[src/rtl/audio_serial_tx_if.sv]
// Sample-pair handshake plus serial audio outputs of audio_serial_tx.
// master = sample source / line observer, slave = the transmitter.
interface audio_serial_tx_if #(
    parameter int WIDTH = 24
);
    logic [WIDTH-1:0] smp_l_i;
    logic [WIDTH-1:0] smp_r_i;
    logic             smp_valid_i;
    logic             smp_ready_o;
    logic             lrck_o;
    logic             sdata_o;
    logic             underrun_o;

    modport master (
        output smp_l_i,
        output smp_r_i,
        output smp_valid_i,
        input  smp_ready_o,
        input  lrck_o,
        input  sdata_o,
        input  underrun_o
    );

    modport slave (
        input  smp_l_i,
        input  smp_r_i,
        input  smp_valid_i,
        output smp_ready_o,
        output lrck_o,
        output sdata_o,
        output underrun_o
    );
endinterface

[src/rtl/audio_serial_tx.sv]
// Serial audio transmitter (I2S / left- / right-justified), outputs launched on rising launchclk.
// Latency: accepted pair starts at the frame after the next boundary, worst case 2*SLOT+OFF+1 cycles.
// Backpressure: single holding register, ready low while full; AUDIO_TX_UNDERRUN_HOLD_EN repeats last pair on underrun.
module audio_serial_tx #(
    parameter int WIDTH  = 24,
    parameter int SLOT   = 32,
    parameter int FORMAT = 0
) (
    input  logic              launchclk,
    input  logic              clr_i,
    audio_serial_tx_if.slave  bus
);

    localparam int FRAME = 2 * SLOT;
    localparam int CW    = $clog2(FRAME);
    localparam int OFF   = (FORMAT == 0) ? 1 : (FORMAT == 1) ? 0 : (SLOT - WIDTH);

    localparam logic [CW-1:0] LAST   = CW'(FRAME - 1);
    localparam logic [CW-1:0] SLOT_C = CW'(SLOT);

    if (WIDTH < 1 || SLOT < 2 || SLOT > 64 || FORMAT < 0 || FORMAT > 2 ||
        WIDTH > SLOT - ((FORMAT == 0) ? 1 : 0)) begin : g_bad_param
        $error("audio_serial_tx: illegal WIDTH/SLOT/FORMAT combination");
    end

    logic [CW-1:0]    cnt;
    logic             lrck_q;
    logic             sdata_q;
    logic             underrun_q;
    logic             hold_full;
    logic [WIDTH-1:0] hold_l;
    logic [WIDTH-1:0] hold_r;
    logic [WIDTH-1:0] cur_l;
    logic [WIDTH-1:0] cur_r;

    logic             boundary;
    logic             accept;
    logic [CW-1:0]    cnt_nxt;
    logic             right_nxt;
    logic [CW-1:0]    pos_nxt;
    logic             hold_full_nxt;
    logic [WIDTH-1:0] hold_l_nxt;
    logic [WIDTH-1:0] hold_r_nxt;
    logic [WIDTH-1:0] cur_l_nxt;
    logic [WIDTH-1:0] cur_r_nxt;
    logic [WIDTH-1:0] cur_sel;
    logic [WIDTH-1:0] shifted;
    logic             sdata_nxt;
    logic             underrun_nxt;
    int               bit_off;

    assign boundary = (cnt == LAST);
    assign accept   = bus.smp_valid_i & ~hold_full;

    always_comb begin
        cnt_nxt       = boundary ? '0 : cnt + 1'b1;
        right_nxt     = (cnt_nxt >= SLOT_C);
        pos_nxt       = right_nxt ? (cnt_nxt - SLOT_C) : cnt_nxt;

        hold_full_nxt = hold_full;
        hold_l_nxt    = hold_l;
        hold_r_nxt    = hold_r;
        cur_l_nxt     = cur_l;
        cur_r_nxt     = cur_r;
        underrun_nxt  = 1'b0;

        // An accept on the boundary edge only fills holding; it never bypasses into cur.
        if (boundary) begin
            if (hold_full) begin
                cur_l_nxt     = hold_l;
                cur_r_nxt     = hold_r;
                hold_full_nxt = 1'b0;
            end else begin
                underrun_nxt  = 1'b1;
`ifdef AUDIO_TX_UNDERRUN_HOLD_EN
                cur_l_nxt     = cur_l;
                cur_r_nxt     = cur_r;
`else
                cur_l_nxt     = '0;
                cur_r_nxt     = '0;
`endif
            end
        end

        if (accept) begin
            hold_full_nxt = 1'b1;
            hold_l_nxt    = bus.smp_l_i;
            hold_r_nxt    = bus.smp_r_i;
        end
    end

    // Output bit is computed for the slot position the counter moves to, so
    // sdata_o and lrck_o always line up with the registered cnt.
    always_comb begin
        cur_sel   = right_nxt ? cur_r_nxt : cur_l_nxt;
        bit_off   = int'(pos_nxt) - OFF;
        shifted   = '0;
        sdata_nxt = 1'b0;
        if (bit_off >= 0 && bit_off < WIDTH) begin
            shifted   = cur_sel << bit_off;
            sdata_nxt = shifted[WIDTH-1];
        end
    end

    always_ff @(posedge launchclk or posedge clr_i) begin
        if (clr_i) begin
            cnt        <= '0;
            lrck_q     <= 1'b0;
            sdata_q    <= 1'b0;
            underrun_q <= 1'b0;
            hold_full  <= 1'b0;
            hold_l     <= '0;
            hold_r     <= '0;
            cur_l      <= '0;
            cur_r      <= '0;
        end else begin
            cnt        <= cnt_nxt;
            lrck_q     <= right_nxt;
            sdata_q    <= sdata_nxt;
            underrun_q <= underrun_nxt;
            hold_full  <= hold_full_nxt;
            hold_l     <= hold_l_nxt;
            hold_r     <= hold_r_nxt;
            cur_l      <= cur_l_nxt;
            cur_r      <= cur_r_nxt;
        end
    end

    assign bus.smp_ready_o = ~hold_full;
    assign bus.lrck_o      = lrck_q;
    assign bus.sdata_o     = sdata_q;
    assign bus.underrun_o  = underrun_q;

endmodule

[src/flat_wrapper.sv]
// flat-port wrapper written by rule: the top's interface ports become plain ports
module audio_serial_tx_flat 
#(
    parameter int WIDTH  = 24,
    parameter int SLOT   = 32,
    parameter int FORMAT = 0
)
  (launchclk, clr_i, bus_smp_l_i, bus_smp_r_i, bus_smp_valid_i, bus_smp_ready_o, bus_lrck_o, bus_sdata_o, bus_underrun_o);
  audio_serial_tx_if #(.WIDTH(WIDTH)) bus_i ();
  input  logic launchclk;
  input  logic clr_i;
  input wire logic [$bits(bus_i.smp_l_i)-1:0] bus_smp_l_i;
  input wire logic [$bits(bus_i.smp_r_i)-1:0] bus_smp_r_i;
  input wire logic [$bits(bus_i.smp_valid_i)-1:0] bus_smp_valid_i;
  output wire logic [$bits(bus_i.smp_ready_o)-1:0] bus_smp_ready_o;
  output wire logic [$bits(bus_i.lrck_o)-1:0] bus_lrck_o;
  output wire logic [$bits(bus_i.sdata_o)-1:0] bus_sdata_o;
  output wire logic [$bits(bus_i.underrun_o)-1:0] bus_underrun_o;
  assign bus_i.smp_l_i = bus_smp_l_i;
  assign bus_i.smp_r_i = bus_smp_r_i;
  assign bus_i.smp_valid_i = bus_smp_valid_i;
  assign bus_smp_ready_o = bus_i.smp_ready_o;
  assign bus_lrck_o = bus_i.lrck_o;
  assign bus_sdata_o = bus_i.sdata_o;
  assign bus_underrun_o = bus_i.underrun_o;
  audio_serial_tx #(.WIDTH(WIDTH), .SLOT(SLOT), .FORMAT(FORMAT)) u_core (.launchclk(launchclk), .clr_i(clr_i), .bus(bus_i));
endmodule
[config.mk]
export PLATFORM = sky130hd
export DESIGN_NAME = audio_serial_tx_flat
export DESIGN_NICKNAME = d
export VERILOG_FILES = /design/src/rtl/audio_serial_tx_if.sv /design/src/rtl/audio_serial_tx.sv /design/src/flat_wrapper.sv
export SDC_FILE = /design/constraint.sdc
export NUM_CORES = 1
export LEC_CHECK = 0
export BUFFER_PORTS_ARGS = -buffer_cell sky130_fd_sc_hd__buf_2
export CAP_MARGIN = 20
export CORE_ASPECT_RATIO = 0.7
export CORE_MARGIN = 2
export CORE_UTILIZATION = 50
export CTS_BUF_LIST = sky130_fd_sc_hd__clkbuf_4
export DETAILED_ROUTE_END_ITERATION = 10
export PLACE_DENSITY = 0.71
export SLEW_MARGIN = 10
export SYNTH_ARGS = -nofsm -noshare
export SYNTH_HDL_FRONTEND = slang
export SYNTH_SLANG_ARGS = --single-unit
[constraint.sdc]
create_clock -name launchclk -period 3.88 [get_ports launchclk]
set_clock_uncertainty 0.2 [all_clocks]
set_input_delay 0.388 -clock launchclk [delete_from_list [all_inputs] [get_ports launchclk]]
set_output_delay 0.388 -clock launchclk [all_outputs]
set_load 0.02 [all_outputs]
==> results.py, run 1 <==
metrics = {
    "yosys": {
        "async_flop_share_pct": 100,
        "netlist_instances": 449,
        "synth_flop_cell": "dfrtp_1",
        "yosysUniqueCellTypes": 61,
        "yosysTopAreaCell": "dfrtp_1",
        "netlist_area_mm2": 0.00496,
        "yosysSeqAreaShare_pct": 53.5,
        "ys_top_cells_by_area": "dfrtp_1, mux2_2, nand2_1, o21ai_0, mux4_2",
        "synth.avg_cell_area_um2": 11.0,
        "ys_ff_latch": 106,
        "synth_fp_nets": 502,
        "synth-edff-count": 0,
        "synth_top_area_share_pct": 53.5,
        "yosys_warnings": 0,
    },
    "pwr": {
        "p_sw_mw": 0.446,
        "power_frac_clock_pct": 28.9,
        "powerDensity_mw_per_mm2": 320,
        "p_seq_share_pct": 62.6,
        "p_sw_share_pct": 23.4,
        "p_comb_share_pct": 8.5,
        "p_total_mw": 1.91,
        "p_leak_nw": 2.83,
        "intPower_mw": 1.46,
        "ir_worst_vdd_v": 0.000221,
    },
    "setup_path": {
        "crit_family": "compound AO/OA/AOI/OAI gates",
        "timing.rr.start": "u_core.cnt[0]",
        "reg2reg_to": "u_core.bus.sdata_o",
        "path_buf_inv": 0,
        "cp_slowest_cell": "nand4_2",
        "critPathRequiredTime_ns": 4.05,
        "crit_path_max_fanout": 27,
        "worstPathCellList": "ha_1 > nand4_2 > o21ai_0 > o21ai_1 > mux4_2 > o221a_1 > o221ai_1 > o211ai_1",
        "r2r_slack_ns": 0.48,
        "critPathLaunchType": "flop",
        "endpoint_kind": "flop",
        "critPathKind": "reg -> reg",
        "reg2regPathDepth": 8,
        "cp.arrival_ns": 3.57,
        "max_stage_delay_ns": 0.59,
    },
    "layout": {
        "final_common_cell": "dfrtp_1",
        "postLayoutCellArea_mm2": 0.00596,
        "utilization_pct": 61.5,
        "antenna_cells": 0,
        "mostFrequentLayoutCells": "dfrtp_1, nand2_1, buf_2",
        "nets": 597,
        "layout-drive-gt1-share_pct": 27.4,
        "areaGrowthSynthToFinish_pct": 20.1,
    },
    "sta": {
        "fmax_mhz": 294,
        "fin_setup_tns_ns": 0,
        "slew_violations": 0,
        "maxSlewHeadroom_pct": 36.3,
        "fin_crit_ns": 3.40,
        "timing.final.ws_setup_ns": 0.481,
        "rsz0062_at_grt": "false",
        "setup_viol": 0,
        "final_hold_viol_count": 0,
        "max_slew.worst_pin.slew_ns": 0.955,
        "finalCritPeriodShare_pct": 87.6,
    },
    "routing": {
        "drc": 0,
        "vias_per_cell": 5.61,
        "dr.pass1.iters": 5,
        "drt-initial-drc-count": 282,
        "post_drt_wl_per_cell_um": 16.6,
        "antenna_left": 0,
        "num_vias": 3794,
        "wirelength_um": 11200,
    },
    "placed_design": {
        "place.detailed.hpwl_um": 7510,
        "io_buffers": 54,
        "dp_slack_ns": 0.519,
        "placed_cell_area_mm2": 0.00533,
        "finalWeightedCongestion": 0.940,
    },
    "min_path": {
        "worstHoldPathCells": 2,
        "hold_path_end": "u_core.cur_l[10]",
        "min_from": "u_core.cur_l[10]",
        "min_path_type": "reg -> reg",
    },
    "floorplanning": {
        "dieWidth_um": 123,
        "fp-row-count": 30,
        "ios": 55,
        "die_height_um": 87.3,
        "start_util_pct": 51.2,
        "die_area_mm2": 0.0107,
        "fp.coreArea_mm2": 0.00968,
    },
    "clocking": {
        "clk_latency_ns": 0.48,
        "cts-root-buf": "clkbuf_4",
        "numCtsBuffers": 9,
        "cts_tree": "done",
        "cts_buffer_depth": 2,
        "post_cts_resized": 0,
        "cts.clk_slew.worst_paths_ns": 0.16,
        "post_cts_buffers": 0,
        "hold_buffers": 50,
        "cts.sinks": 106,
        "cts.htree.levels": 3,
    },
    "global_routing": {
        "first_global_vias": 3726,
        "grt_overflow": 0,
        "grt_pass1_wl_um": 18600,
        "grt_max_degree": 80,
        "grtUsageTotal_pct": 22.8,
        "antenna_found_initial": 0,
    },
    "job": {
        "maxCapViolCount": 0,
    },
    "run_status": {
        "status": "completed",
    },
}
## routing by layer
metal	vias up	part of all wire, %	track usage (%)
li1	1802	-	-
met3	17	5.4	5.89
met1	1858	48	32.6
met5	-	0	0
met2	117	45	34.9
met4	0	1.5	5.89
## tightest hold or removal path: stages (launching register included)
cell     delay (ns)
dfrtp_1        0.35
nand2_1        0.06
nand2_1        0.05
## per-stage QoR
| step | hold WS, ns | cells |
|---|---|---|
| after detailed placement | 0.254 | 611 |
| after floorplan | 0.229 | 449 |
| after CTS | 0.289 | 676 |
| final | 0.282 | 676 |
| after global routing | 0.306 | 676 |
| after global placement | 0.245 | 611 |
## synthesized netlist by cell type (3+ instances only)
library cell    n
a211oi_1        3
a21o_1          7
a21oi_1         3
a221oi_1        3
a41oi_1         4
and3_1          3
buf_1           7
buf_2          11
buf_6           4
clkbuf_1       10
dfrtp_1       106
inv_1          13
mux2_2         51
mux4_2          6
nand2_1        72
nand3_1        15
nand4_1         4
nor2_1          8
nor3_1          7
o2111ai_1       3
o211ai_1        4
o21ai_0        37
o21ai_1        17
o221ai_1        4
## worst max path at each step
stage                  start            endpoint  slack, ns  cells after the start
3_5_place_dp   u_core.cnt[0]  u_core.bus.sdata_o       0.52                      8
3_3_place_gp   u_core.cnt[0]  u_core.bus.sdata_o       0.61                      8
5_1_grt        u_core.cnt[0]  u_core.bus.sdata_o       0.20                      8
6_report       u_core.cnt[0]  u_core.bus.sdata_o       0.48                      8
4_1_cts        u_core.cnt[0]  u_core.bus.sdata_o       0.49                      8
2_1_floorplan          clr_i   u_core.bus.lrck_o       0.50                      1
## registers in the layout (all words and copies together), names as in the netlist
register / cells
u_core.bus.lrck_o: 1
u_core.bus.sdata_o: 1
u_core.bus.underrun_o: 1
u_core.cnt: 6
u_core.cur_l: 24
u_core.cur_r: 24
u_core.hold_full: 1
u_core.hold_l: 24
u_core.hold_r: 24
## logic make-up after synthesis
logic type	share of synthesized area, %
adders and majority gates	0.504
muxes	14.3
DFF	53.5
buffers and inverters	4.67
AOI/OAI and AO/OA	14.7
and+or+nand+nor	11.7
xor gates and xnor gates	0.706
## area by class of cell
| type | count | area, um^2 |
|---|---|---|
| clock buffers | 10 | 75.1 |
| clock inverters | 5 | 53.8 |
| fillers | 816 | 3730 |
| inverters | 14 | 55.1 |
| multi-input cells | 295 | 2080 |
| flip-flops and latches | 106 | 2650 |
| well taps | 128 | 160 |
| repair buffers | 118 | 876 |
## power by group through the flow
stage | logic [mW] | clock network (mW) | registers [mW]
floorplan | 0.0830 | 0 | 1.20
finish | 0.162 | 0.551 | 1.20
global route | 0.183 | 0.613 | 1.20
CTS | 0.165 | 0.568 | 1.20
global placement | 0.122 | 0 | 1.21
detailed placement | 0.127 | 0 | 1.22
No activity file was read; power rests on OpenSTA's default activity.
==> run 2: changes to the inputs <==
--- a/config.mk
+++ b/config.mk
@@ -5,7 +5,7 @@
 export SDC_FILE = /design/constraint.sdc
 export NUM_CORES = 1
 export LEC_CHECK = 0
-export BUFFER_PORTS_ARGS = -buffer_cell sky130_fd_sc_hd__buf_2
+export BUFFER_PORTS_ARGS = -buffer_cell sky130_fd_sc_hd__clkbuf_2
 export CAP_MARGIN = 20
 export CORE_ASPECT_RATIO = 0.7
 export CORE_MARGIN = 2
==> run 2 against run 1 <==
Cell count up 0.15%. Total power increased by 0.98%. Clock-buffer cell count unchanged. Flip-flop and latch count unchanged. Critical endpoint unchanged. Highest routed layer unchanged.
==> results.py, run 2 (synthesis gave the netlist of run 1 again) <==
metrics = {
    "setup_path": {
        "crit_path_max_fanout": 41,
        "critPathKind": "reg -> reg",
        "r2r_slack_ns": 0.56,
        "endpoint_kind": "flop",
        "reg2regPathDepth": 8,
        "timing.rr.start": "u_core.cnt[0]",
        "critPathRequiredTime_ns": 4.05,
        "reg2reg_to": "u_core.bus.sdata_o",
        "crit_path_start": "u_core.cnt[0]",
        "cp.arrival_ns": 3.49,
        "critPathCapture": "u_core.bus.sdata_o",
        "critPathLaunchType": "flop",
    },
    "placed_design": {
        "io_buffers": 54,
        "dp_slack_ns": 0.631,
        "finalWeightedCongestion": 1.02,
        "place.detailed.hpwl_um": 7630,
    },
    "pwr": {
        "intPower_mw": 1.47,
        "p_leak_nw": 2.85,
        "p_sw_share_pct": 23.8,
        "powerDensity_mw_per_mm2": 323,
        "power_frac_clock_pct": 29.4,
        "p_comb_share_pct": 8.6,
        "ir_worst_vdd_v": 0.000243,
        "p_sw_mw": 0.458,
        "p_seq_share_pct": 62.0,
    },
    "floorplanning": {
        "fp-row-count": 30,
        "ios": 55,
        "start_util_pct": 51.2,
        "dieWidth_um": 123,
        "die_area_mm2": 0.0107,
        "fp.coreArea_mm2": 0.00968,
        "die_height_um": 87.3,
    },
    "global_routing": {
        "grtUsageTotal_pct": 22.9,
        "grt_overflow": 0,
        "first_global_vias": 3680,
        "grt_max_degree": 53,
        "grt_pass1_wl_um": 18900,
        "antenna_found_initial": 0,
    },
    "sta": {
        "slew_violations": 0,
        "final_hold_viol_count": 0,
        "maxSlewHeadroom_pct": 50.2,
        "fin_crit_ns": 3.32,
        "finalCritPeriodShare_pct": 85.6,
        "fin_setup_tns_ns": 0,
        "max_slew.worst_pin.slew_ns": 0.746,
        "timing.final.ws_setup_ns": 0.559,
        "setup_viol": 0,
        "rsz0062_at_grt": "false",
        "fmax_mhz": 301,
    },
    "clocking": {
        "cts_tree": "done",
        "cts-root-buf": "clkbuf_4",
        "cts.htree.levels": 3,
        "cts.sinks": 106,
        "cts.clk_slew.worst_paths_ns": 0.16,
        "numCtsBuffers": 9,
        "cts_buffer_depth": 2,
        "clk_latency_ns": 0.47,
    },
    "layout": {
        "final_common_cell": "dfrtp_1",
        "antenna_cells": 0,
        "nets": 597,
        "mostFrequentLayoutCells": "dfrtp_1, nand2_1, clkbuf_2",
        "layout-drive-gt1-share_pct": 27.7,
        "areaGrowthSynthToFinish_pct": 20.3,
    },
    "routing": {
        "dr.pass1.iters": 4,
        "vias_per_cell": 5.61,
        "wl_met3_um": 658,
        "antenna_left": 0,
        "met2_wirelength_um": 4940,
        "wirelength_um": 11100,
        "drt-initial-drc-count": 260,
        "wl_met1_um": 5330,
        "post_drt_wl_per_cell_um": 16.4,
        "drc": 0,
        "num_vias": 3797,
        "top_layer_used": "met4",
    },
    "min_path": {
        "min_path_type": "reg -> reg",
    },
    "run_status": {
        "status": "completed",
    },
    "job": {
        "maxCapViolCount": 0,
    },
}
-- run 2: changes by cell type in the layout (fill, tap and decap cells not counted), sizes merged --
cell / delta
inv: +1
buf: -54
clkbuf: +54
-- run 2: repair_timing --
item / CTS / global route
resized for setup: 0 / 0
hold endpoints to repair: 99 / 0
hold buffers: 50 / 0
buffers inserted: 0 / 0
-- run 2: per-layer routing --
layer | global-route usage [%] | vias to the layer above
li1 | - | 1818
met1 | 32.7 | 1864
met2 | 34.1 | 99
met3 | 7.33 | 16
met4 | 5.68 | 0
met5 | 0 | -
-- run 2: area by class of cell --
class	count	area (um^2)
Sequential cell	106	2650
Clock inverter	6	63.8
Clock buffer	10	75.1
Inverter	14	55.1
Multi-Input combinational cell	295	2080
Tap cell	128	160
Timing Repair Buffer	118	876
Fill cell	808	3720
-- run 2: power groups by stage --
stage                     registers (mW)  clock network (mW)  logic (mW)
after CTS                           1.20               0.584       0.168
after global routing                1.20               0.633       0.185
after detailed placement            1.22                   0       0.128
after floorplan                     1.20                   0      0.0830
final                               1.20               0.567       0.165
after global placement              1.22                   0       0.124
-- run 2: worst max-delay path: stages (launching register included) --
cell and delay, ns:
dfrtp_1 0.52, ha_1 0.39, and4_4 0.26, nand2_2 0.53, o21ai_1 0.20, mux4_2 0.52
o221a_1 0.26, o221ai_1 0.21, o211ai_1 0.12
-- run 2: stage by stage --
step | power, mW | area [um^2] | utilization [%] | std cells | hold WS [ns]
after floorplan | 1.29 | 4960 | - | 449 | 0.229
after global placement | 1.34 | 5330 | 55.0 | 611 | 0.245
after detailed placement | 1.35 | 5330 | 55.0 | 611 | 0.254
after CTS | 1.95 | 5970 | 61.6 | 677 | 0.288
after global routing | 2.02 | 5970 | 61.6 | 677 | 0.303
final | 1.93 | 5970 | 61.6 | 677 | 0.288
-- run 2: worst min-delay path by stage --
| stage | slack (ns) | cells after the start | to | startpoint |
|---|---|---|---|---|
| floorplan | 0.23 | 2 | u_core.cur_l[21] | u_core.cur_l[21] |
| global placement | 0.25 | 2 | u_core.cur_l[21] | u_core.cur_l[21] |
| detailed placement | 0.25 | 2 | u_core.cur_l[10] | u_core.cur_l[10] |
| CTS | 0.29 | 2 | u_core.cur_l[14] | u_core.cur_l[14] |
| global route | 0.30 | 2 | u_core.cur_l[14] | u_core.cur_l[14] |
| finish | 0.29 | 2 | u_core.cur_l[21] | u_core.cur_l[21] |
